File: config.mk
export PLATFORM = sky130hd
export DESIGN_NAME = ru_cmd_sequencer
export DESIGN_NICKNAME = d
export VERILOG_FILES = /design/src/rtl/ru_pkg.sv /design/src/rtl/ru_timeout_cnt.sv /design/src/rtl/ru_cmd_sequencer.sv
export SDC_FILE = /design/constraint.sdc
export NUM_CORES = 1
export LEC_CHECK = 0
export BUFFER_PORTS_ARGS = -buffer_cell sky130_fd_sc_hd__clkbuf_2
export CORE_UTILIZATION = 45
export CTS_CLUSTER_SIZE = 12
export DETAILED_ROUTE_END_ITERATION = 8
export GPL_TIMING_DRIVEN = 0
export PLACE_DENSITY_LB_ADDON = 0.1
export SETUP_SLACK_MARGIN = 0.15
export SYNTH_ARGS = -nofsm -noshare
export SYNTH_HDL_FRONTEND = slang
export SYNTH_SLANG_ARGS = --single-unit
File: constraint.sdc
create_clock -name clk -period 1.79 [get_ports clk]
set_clock_uncertainty 0.05 [all_clocks]
set_input_delay 0.2685 -clock clk [delete_from_list [all_inputs] [get_ports clk]]
set_output_delay 0.2685 -clock clk [all_outputs]
set_load 0.02 [all_outputs]
File: src/rtl/ru_pkg.sv
`default_nettype none
// ============================================================================
// Module   : ru_pkg
// Brief    : Shared types and constants for the remote-update command sequencer.
// Revision : 1.0 - initial release
// ============================================================================
package ru_pkg;

    typedef enum logic [1:0] {
        RU_OP_READ     = 2'b00,
        RU_OP_WRITE    = 2'b01,
        RU_OP_RECONFIG = 2'b10,
        RU_OP_RSVD     = 2'b11
    } ru_op_e;

    localparam logic [2:0] c_param_status    = 3'b000;
    localparam logic [2:0] c_param_wdt_value = 3'b010;
    localparam logic [2:0] c_param_wdt_en    = 3'b011;
    localparam logic [2:0] c_param_boot_addr = 3'b100;
    localparam logic [2:0] c_param_anf       = 3'b101;

    typedef enum logic [2:0] {
        ST_IDLE    = 3'd0,
        ST_ISSUE   = 3'd1,
        ST_WAIT_LO = 3'd2,
        ST_SAMPLE  = 3'd3,
        ST_RESP    = 3'd4,
        ST_BOOT    = 3'd5
    } ru_state_e;

endpackage
`default_nettype wire

File: src/rtl/ru_timeout_cnt.sv
`default_nettype none
// ============================================================================
// Module   : ru_timeout_cnt
// Brief    : Wrapping cycle counter; expire marks the edge that reaches LIMIT-1.
// Revision : 1.0 - initial release
// ============================================================================
module ru_timeout_cnt #(
    parameter int LIMIT = 4096,
    parameter int WIDTH = 16
) (
    input  logic clk,
    input  logic rst,
    input  logic clr,
    input  logic en,
    output logic expire
);

    localparam logic [WIDTH-1:0] c_hit  = WIDTH'(LIMIT - 2);
    localparam logic [WIDTH-1:0] c_last = WIDTH'(LIMIT - 1);

    logic [WIDTH-1:0] r_count;

    always_ff @(posedge clk) begin
        if (rst || clr) begin
            r_count <= '0;
        end else if (en) begin
            r_count <= (r_count == c_last) ? '0 : r_count + WIDTH'(1);
        end
    end

    // Flag the edge on which the count becomes LIMIT-1, so a consumer can act on it at once.
    assign expire = en && (r_count == c_hit);

endmodule
`default_nettype wire

File: src/rtl/ru_cmd_sequencer.sv
`default_nettype none
// ============================================================================
// Module   : ru_cmd_sequencer
// Brief    : Sequences read/write/reconfig accesses to the remote-update core.
//            Optional watchdog kick generator enabled by RU_WATCHDOG_KICK_EN.
// Revision : 1.0 - initial release
// ============================================================================
module ru_cmd_sequencer
    import ru_pkg::*;
#(
    parameter int TIMEOUT_CYCLES = 4096,
    parameter int WDOG_PERIOD    = 1000000
) (
    input  logic        clk,
    input  logic        rst,
    input  logic        cmd_valid,
    output logic        cmd_ready,
    input  logic [1:0]  cmd_op,
    input  logic [2:0]  cmd_param,
    input  logic [1:0]  cmd_source,
    input  logic [23:0] cmd_wdata,
    output logic        rsp_valid,
    output logic [23:0] rsp_rdata,
    output logic        rsp_err,
    input  logic        ru_busy,
    input  logic [23:0] ru_data_out,
    output logic        ru_read_param,
    output logic        ru_write_param,
    output logic [2:0]  ru_param,
    output logic [1:0]  ru_read_source,
    output logic [23:0] ru_data_in,
    output logic        ru_reconfig,
    output logic        ru_reset_timer
);

    ru_state_e   r_state;
    ru_state_e   w_state_nxt;
    ru_op_e      r_op;
    logic [2:0]  r_param;
    logic [1:0]  r_source;
    logic [23:0] r_wdata;
    logic [23:0] r_rdata;
    logic        r_err;
    logic        r_boot_done;
    logic        w_accept;
    logic        w_reject;
    logic        w_tmo_fail;
    logic        w_capture;
    logic        w_tmo_en;
    logic        w_tmo_expire;
    logic        w_drive;

    assign cmd_ready = (r_state == ST_IDLE) && !ru_busy;
    assign w_accept  = cmd_valid && cmd_ready;
    assign w_tmo_en  = (r_state == ST_ISSUE) || (r_state == ST_WAIT_LO);

    ru_timeout_cnt #(
        .LIMIT (TIMEOUT_CYCLES),
        .WIDTH (16)
    ) u_tmo_cnt (
        .clk    (clk),
        .rst    (rst),
        .clr    (w_accept),
        .en     (w_tmo_en),
        .expire (w_tmo_expire)
    );

    always_ff @(posedge clk) begin
        if (rst) begin
            r_state <= ST_IDLE;
        end else begin
            r_state <= w_state_nxt;
        end
    end

    always_comb begin
        w_state_nxt    = r_state;
        w_reject       = 1'b0;
        w_tmo_fail     = 1'b0;
        w_capture      = 1'b0;
        w_drive        = 1'b0;
        rsp_valid      = 1'b0;
        rsp_rdata      = '0;
        rsp_err        = 1'b0;
        ru_read_param  = 1'b0;
        ru_write_param = 1'b0;
        ru_param       = '0;
        ru_read_source = '0;
        ru_data_in     = '0;
        ru_reconfig    = 1'b0;
        case (r_state)
            ST_IDLE: begin
                if (w_accept) begin
                    case (ru_op_e'(cmd_op))
                        RU_OP_READ:     w_state_nxt = ST_ISSUE;
                        RU_OP_WRITE: begin
                            // Status is read-only: refuse without touching the core.
                            if (cmd_param == c_param_status) begin
                                w_state_nxt = ST_RESP;
                                w_reject    = 1'b1;
                            end else begin
                                w_state_nxt = ST_ISSUE;
                            end
                        end
                        RU_OP_RECONFIG: w_state_nxt = ST_BOOT;
                        default: begin
                            w_state_nxt = ST_RESP;
                            w_reject    = 1'b1;
                        end
                    endcase
                end
            end
            ST_ISSUE: begin
                w_drive        = 1'b1;
                ru_read_param  = (r_op == RU_OP_READ);
                ru_write_param = (r_op == RU_OP_WRITE);
                if (ru_busy) begin
                    w_state_nxt = ST_WAIT_LO;
                end else if (w_tmo_expire) begin
                    w_state_nxt = ST_RESP;
                    w_tmo_fail  = 1'b1;
                end
            end
            ST_WAIT_LO: begin
                w_drive = 1'b1;
                // Busy falling on the expiry cycle still counts as success.
                if (!ru_busy) begin
                    w_state_nxt = ST_SAMPLE;
                    w_capture   = (r_op == RU_OP_READ);
                end else if (w_tmo_expire) begin
                    w_state_nxt = ST_RESP;
                    w_tmo_fail  = 1'b1;
                end
            end
            ST_SAMPLE: w_state_nxt = ST_RESP;
            ST_RESP: begin
                rsp_valid   = 1'b1;
                rsp_rdata   = r_rdata;
                rsp_err     = r_err;
                w_state_nxt = ST_IDLE;
            end
            ST_BOOT: begin
                rsp_valid   = !r_boot_done;
                ru_reconfig = !r_boot_done;
            end
            default: w_state_nxt = ST_IDLE;
        endcase
        if (w_drive) begin
            ru_param       = r_param;
            ru_read_source = r_source;
            ru_data_in     = r_wdata;
        end
    end

    always_ff @(posedge clk) begin
        if (rst) begin
            r_op        <= RU_OP_READ;
            r_param     <= '0;
            r_source    <= '0;
            r_wdata     <= '0;
            r_rdata     <= '0;
            r_err       <= 1'b0;
            r_boot_done <= 1'b0;
        end else begin
            if (w_accept) begin
                r_op     <= ru_op_e'(cmd_op);
                r_param  <= cmd_param;
                r_source <= cmd_source;
                r_wdata  <= cmd_wdata;
                r_rdata  <= '0;
                r_err    <= w_reject;
            end
            if (w_tmo_fail) begin
                r_err <= 1'b1;
            end
            if (w_capture) begin
                r_rdata <= ru_data_out;
            end
            if (r_state == ST_BOOT) begin
                r_boot_done <= 1'b1;
            end
        end
    end

`ifdef RU_WATCHDOG_KICK_EN
    localparam int c_wdog_w = $clog2(WDOG_PERIOD + 1);

    logic w_wdog_en;
    logic w_wdog_expire;
    logic w_kick;
    logic r_kick_pending;

    assign w_wdog_en = (r_state != ST_BOOT);

    ru_timeout_cnt #(
        .LIMIT (WDOG_PERIOD),
        .WIDTH (c_wdog_w)
    ) u_wdog_cnt (
        .clk    (clk),
        .rst    (rst),
        .clr    (1'b0),
        .en     (w_wdog_en),
        .expire (w_wdog_expire)
    );

    // A kick due during an access waits for the first idle cycle.
    assign w_kick = r_kick_pending && (r_state == ST_IDLE);

    always_ff @(posedge clk) begin
        if (rst || (r_state == ST_BOOT)) begin
            r_kick_pending <= 1'b0;
        end else begin
            r_kick_pending <= (r_kick_pending && !w_kick) || w_wdog_expire;
        end
    end

    assign ru_reset_timer = w_kick;
`else
    logic w_unused_wdog;
    assign w_unused_wdog  = (WDOG_PERIOD == 0);
    assign ru_reset_timer = 1'b0;
`endif

endmodule
`default_nettype wire
# Word level (Yosys, flattened, before mapping)
# Index checks and enable logic that the tools add are counted.
dict set report word_totals {
  reg_bits 76
  inputBits 59
  out_inout_bits 60
}
dict set report op_classes {
  addsub 1
  n_eq_ne 11
  n_mux 31
  bitwise 1
  n_reduce_logical 16
}
# operator count
set ops {}
lappend ops {{$mux 24} 4}
lappend ops {{$eq 16x12->1 const B} 2}
lappend ops {{$mux 3} 6}
lappend ops {{$add 16x1->16 const B} 1}
lappend ops {{$mux 16} 1}
lappend ops {{$pmux 3 s5} 1}
lappend ops {{$mux 1} 14}
lappend ops {{$pmux 3 s3} 1}
lappend ops {{$eq 3x2->1 const B} 2}
lappend ops {{$eq 3x3->1 const B} 2}
lappend ops {{$logic_not 3->1} 2}
lappend ops {{$pmux 1 s2} 3}
lappend ops {{$eq 2x1->1 const B} 2}
lappend ops {{$logic_not 2->1} 2}
lappend ops {{$reduce_bool 2->1} 2}
lappend ops {{$reduce_or 2->1} 2}
lappend ops {{$eq 3x1->1 const B} 1}
lappend ops {{$logic_and 1x1->1} 3}
lappend ops {{$eq 2x2->1 const B} 1}
lappend ops {{$logic_not 1->1} 2}
lappend ops {{$logic_or 1x1->1} 2}
lappend ops {{$mux 2} 1}
lappend ops {{$ne 2x1->1 const B} 1}
lappend ops {{$reduce_and 2->1} 1}
lappend ops {{$not 1->1} 1}

# Logic depth before layout (Yosys ltp)
dict set report depth {
  ltp_word 7
  mapped_depth 7
  mapped_depth_nobuf 6
}

# By module
# Synthesis repeated with hierarchy kept, for this count alone.
dict set report unflattened {
  hier_cells 449
  area_unflattened_um2 3467.1
}
# module instances cells_each area_each_um2 seq_area_each_um2
set by_module_without_submodules {}
lappend by_module_without_submodules {ru_cmd_sequencer 1 357 2678.8 1201.2}
lappend by_module_without_submodules {ru_timeout_cnt 1 92 788.3 320.3}

# Least setup slack after synthesis
# No wires, ideal clock.
dict set report synth_timing {
  path_type {register to register}
  start {reg u_tmo_cnt.r_count[12]}
  end {reg r_err}
  setup_ns 0.074
  t_arrival_ns 1.841
  t_required_ns 1.666
  setup_slack_ns -0.175
  path_stages_with_launch 5
  period_less_slack_ns 1.965
  cell_sequence {dfxtp_1 or4_1 or4_4 or3_1 a31oi_1}
}
dict set report synth_between {
  elab_chain_len 6
  word_cells_on_any_way 8
  classes_between {1 x eq/ne; 5 x mux; 2 x reduce/logical}
}
# element line
set synth_rtl {}
lappend synth_rtl {{from (decl)} ru_timeout_cnt.sv:21} ;# logic [WIDTH-1:0] r_count;
lappend synth_rtl {{from (signal assigned)} ru_timeout_cnt.sv:27} ;# r_count <= (r_count == c_last) ? '0 : r_count + WIDTH'(1);
lappend synth_rtl {{$eq 16x12->1 *} ru_timeout_cnt.sv:32} ;# assign expire = en && (r_count == c_hit);
lappend synth_rtl {{$logic_and 1x1->1 *} ru_timeout_cnt.sv:32}
lappend synth_rtl {{$mux 1 *} {ru_cmd_sequencer.sv:119, ru_cmd_sequencer.sv:130}}
lappend synth_rtl {{$mux 1 (on tied branches)} {ru_cmd_sequencer.sv:127, ru_cmd_sequencer.sv:117}}
lappend synth_rtl {{$pmux 1 s2 *} ru_cmd_sequencer.sv:91} ;# case (r_state)
lappend synth_rtl {{$mux 1 / $reduce_bool 2->1 (equally long branches)} -}
lappend synth_rtl {{to (signal assigned)} ru_cmd_sequencer.sv:171} ;# r_err <= w_reject;
lappend synth_rtl {{to (decl)} ru_cmd_sequencer.sv:43} ;# logic r_err;
# Mark *: on every way between the ends. The rest lies on a longest branch, timed or not.
# A chain may end at the register's enable or synchronous reset.

# Worst setup path after layout
dict set report layout_timing {
  start {reg r_state[1]}
  end {out ru_read_source[1]}
}
dict set report layout_between {
  elab_chain_len 4
  word_cells_on_any_way 5
  classes_between {2 x eq/ne; 2 x mux; 1 x reduce/logical}
}
# element line
set layout_rtl {}
lappend layout_rtl {{from (decl)} ru_cmd_sequencer.sv:36} ;# ru_state_e r_state;
lappend layout_rtl {{from (signal assigned)} ru_cmd_sequencer.sv:72} ;# r_state <= w_state_nxt;
lappend layout_rtl {{$eq 3x1->1 / $eq 3x2->1 (equally long branches)} ru_cmd_sequencer.sv:91}
lappend layout_rtl {{$reduce_or 2->1 (no line) *} -}
lappend layout_rtl {{$mux 1 *} ru_cmd_sequencer.sv:91}
lappend layout_rtl {{$mux 2 *} ru_cmd_sequencer.sv:148} ;# if (w_drive) begin
lappend layout_rtl {{to (decl)} ru_cmd_sequencer.sv:30} ;# output logic [1:0] ru_read_source,
# Marked as above.

==> results.md <==
Clock tree:
- The sink count of the clock tree is 76.
- The TritonCTS clock tree is built.
- The clock network latency to the later pin of the worst-skew pair is 370 ps.
- The count of hold buffers inserted by post-cts repair is 0.
- The root cell of the clock tree is sky130_fd_sc_hd__clkbuf_8.
- The H-tree was split into 3 levels.
- The number of buffers inserted during clock tree synthesis is 9.
- The longest clock path from root to sink contains 2 buffers.
- The clock transition at the register clock pins on the worst setup and hold paths after CTS is 90 ps.

GRT:
- The number of global-route vias before repair is 3476.
- Across every metal layer, demand over resource in global routing totals 27.08%.
- The global-route wire length before repair is 16.52 mm.
- Entering global routing, the biggest net connects 13 pins.
- The residual overflow from global routing is 0.
- The number of antenna violations at the first check in global routing is 0.

Cells and area:
- The growth of design area from synthesis to finish is 89.18%.
- The finished layout holds 740 standard cells, fillers aside.
- The final net count is 698.
- Leaving out fill and tap cells, the most frequent cells in the layout are 84 x sky130_fd_sc_hd__nand2_1, 74 x sky130_fd_sc_hd__buf_8, 68 x sky130_fd_sc_hd__dfxtp_1.
- The final instance area is 0.006476 sq mm.
- Leaving out fill and tap cells, the most frequent cell in the layout is sky130_fd_sc_hd__nand2_1.
- In the final layout, the share of cells above drive strength 1 is 56.94%.
- The count of inserted antenna diode cells is 0.
- The total of fill cells in the finished design is 313.

Synthesis:
- The netlist uses 39 different library cells.
- The synthesized instance count is 445.
- The number of flops mapped to enable cells by yosys is 0.
- The synthesis-stage register bit count is 76.
- The post-synthesis instance area is 0.003423 sq mm.
- The main flop type after synthesis is sky130_fd_sc_hd__dfxtp_1.
- The number of warnings issued by yosys is 0.
- When the netlist entered floorplanning its net count stood at 506.
- The average cell area after synthesis is 7.693 sq um.
- The share of the yosys chip area belonging to registers is 44.44%.
- The post-synthesis async set-or-reset flop share is 0%.

Worst setup path:
- The worst stage delay on the critical path is 390 ps.
- The number of buffers and inverters on the critical path is 4.
- Along the worst path, the maximum fanout reaches 7.
- The data arrival at the endpoint of the critical path is 1700 ps.
- Walking the worst path, the cells encountered are xnor2_4 -> buf_8 -> nor2_4 -> buf_12 -> buf_8 -> and2_4 -> buf_8.
- The worst setup path is captured at a primary output.
- The startpoint type of the worst setup path is a register.
- On the critical path, the stage with the largest delay is an instance of sky130_fd_sc_hd__dfxtp_4.
- The data required time at the worst endpoint is 1470 ps.
- The most repeated library cell on the critical path is sky130_fd_sc_hd__buf_8.
- The critical path is of the register to primary output type.
- In this design, the largest share of critical-path delay is due to buffers and inverters.

Pwr:
- Across the VDD grid, the largest voltage drop is 0.6528 mV.
- The total power is 4.216 mW.
- For this design the ratio of total power to cell area is 651.1 mW/mm^2.
- The cell leakage power is 2.610 nW.

Floorplan:
- Row generation in the floorplan step produced 31 rows.
- During I/O placement, the number of pins put on the boundary was 119.
- The core region is 0.007292 sq mm.
- The floorplan die width is 89.22 um.
- For this configuration, the core starts out at a cell density of 46.95%.
- The chip height is 89.22 um.
- The floorplan die area is 0.007960 sq mm.

Timing:
- Measured against its own limit, the worst slew margin works out to 48.20%.
- The number of hold-slack violations in the final timing report is 0.
- The worst setup slack after layout is -225.0 ps.
- Setup violations remaining at the end of the flow were counted as 117.
- The portion of the clock cycle consumed by the worst path in the final layout is 112.6%.
- The actual slew at the worst max-slew pin is 777.0 ps.
- The peak clock frequency supported by timing is 496.3 MHz.
- Hold timing on the final database bottoms out at a slack of 54.36 ps.
- The worst path in the final design needs a cycle of 2015 ps, including I/O delays and setup.
- The final max-slew violation count was 0.
- Setup repair after global routing could not meet its margin everywhere.

Detailed routing:
- The remaining antenna violation count after routing is 0.
- The average routed wire per standard cell is 20.70 um.
- The detailed-route vias per instance is 5.800.
- For this block, the initial DRC count from the detailed router was 379.
- For this run, design rule violations remaining after detail routing come to 0.
- Across all layers, the routed design uses 4292 vias.
- The routed design has 15.32 mm of wire.
- The first-pass iteration count of the detailed router is 4.

Status:
- The flow ran to the end, but the final reports show violations.
- The final reports fail on negative setup slack.

Place:
- The global placer's final weighted congestion is 0.8603.
- The standard cell area after detailed placement is 0.004169 sq mm.
- The detailed-placement wirelength estimate is 6.121 mm.
- After detailed placement, the design holds a cell count of 659.
- The number of buffer cells added on primary ports is 115.

Min path:
- The path type of the worst min-delay path is input port to register.

Job:
- The number of max-capacitance violations reported is 0.
[what timing repair did]
action / 4_1_cts / 5_1_grt
gates resized for setup: 229 / 216
pin swaps: 43 / 37
setup buffers: 29 / 22
endpoints found under the setup margin: 134 / 134
cloned: 6 / 9
endpoints found under the hold margin: 0 / 0
[per-layer routing]
metal	track usage, %	vias to the layer above	part of all wire, %
met1	32.41	2085	37
met5	0	-	0
li1	-	1869	-
met4	8.514	0	5.4
met2	47.19	259	50
met3	7.479	79	7.2
[power by group]
part           total [mW]  leakage [nW]  switching (mW)  internal (mW)
logic               0.956          1.89           0.451          0.505
registers            1.80         0.621          0.0523           1.74
clock network        1.47         0.102           0.691          0.774
total                4.22          2.61            1.19           3.02
[flip-flops by register name, indices dropped and copies added (netlist names)]
signal,cells
r_boot_done,1
r_err,1
r_op,2
r_param,3
r_rdata,24
r_source,2
r_state,3
r_wdata,24
u_tmo_cnt.r_count,16
[path summary, 6_finish.rpt]
path,from,end,slack (ps),cells after the start
worst max-delay path,r_state[1],ru_read_source[1],-230,7
worst min-delay path,cmd_wdata[8],r_wdata[8],50,3
worst max register to register,u_tmo_cnt.r_count[8],r_err,-230,4
worst min register to register,r_wdata[16],r_wdata[16],410,2
[kinds of logic after synthesis]
| logic type | Yosys count | share of synthesized area, % |
|---|---|---|
| AO/OA/AOI/OAI | 79 | 12.24 |
| adder cells (fa/ha/maj) | 2 | 0.7309 |
| AND/OR/NAND/NOR | 236 | 34.76 |
| XOR/XNOR | 11 | 2.814 |
| multiplexers | 2 | 0.5848 |
| flip-flops | 76 | 44.44 |
| buffers and inverters | 38 | 4.313 |
| other | 1 | 0.1095 |
[area by class of cell]
type | count | area [sq um] | area share [%]
timing repair buffer | 181 | 1882 | 29.06
buffer | 35 | 442.9 | 6.839
multi-input combinational | 331 | 2267 | 35.01
sequential | 76 | 1544 | 23.84
tap | 99 | 123.9 | 1.913
clock buffer | 10 | 127.6 | 1.971
clock inverter | 5 | 77.57 | 1.198
inverter | 3 | 11.26 | 0.1739
[per-stage QoR]
stage	TNS [ps]	setup WS [ps]	utilization (%)
final	-16140	-225.0	88.81
after global routing	-19490	-272.5	88.81
after CTS	-10270	-198.3	76.30
after detailed placement	-22360	-307.8	57.17
after global placement	-19580	-243.6	57.17
after floorplan	-30.28	-15.24	-
[worst register-to-register path: stages, from the launching register on]
cell and delay (ps):
sky130_fd_sc_hd__dfxtp_1 470, sky130_fd_sc_hd__nand4_1 240, sky130_fd_sc_hd__or4_4 630, sky130_fd_sc_hd__or3_4 360, sky130_fd_sc_hd__a31oi_1 180
[synth_stat cells, drive strengths merged (3+ instances only)]
library cell / number / area, sq um
nor4: 7 / 50.05
clkbuf: 33 / 123.9
and2: 56 / 350.3
dfxtp: 76 / 1521
a31oi: 3 / 18.77
nor3: 4 / 20.02
or3: 4 / 26.28
xnor2: 10 / 87.58
or2: 3 / 18.77
nor3b: 4 / 30.03
nand2: 96 / 360.4
o21ai: 6 / 30.03
a211oi: 3 / 22.52
nand3: 30 / 150.1
and3: 3 / 20.02
nor2: 17 / 63.81
a21oi: 64 / 320.3
inv: 3 / 11.26
or4: 3 / 26.27
Power figures use the tool's default switching activity.
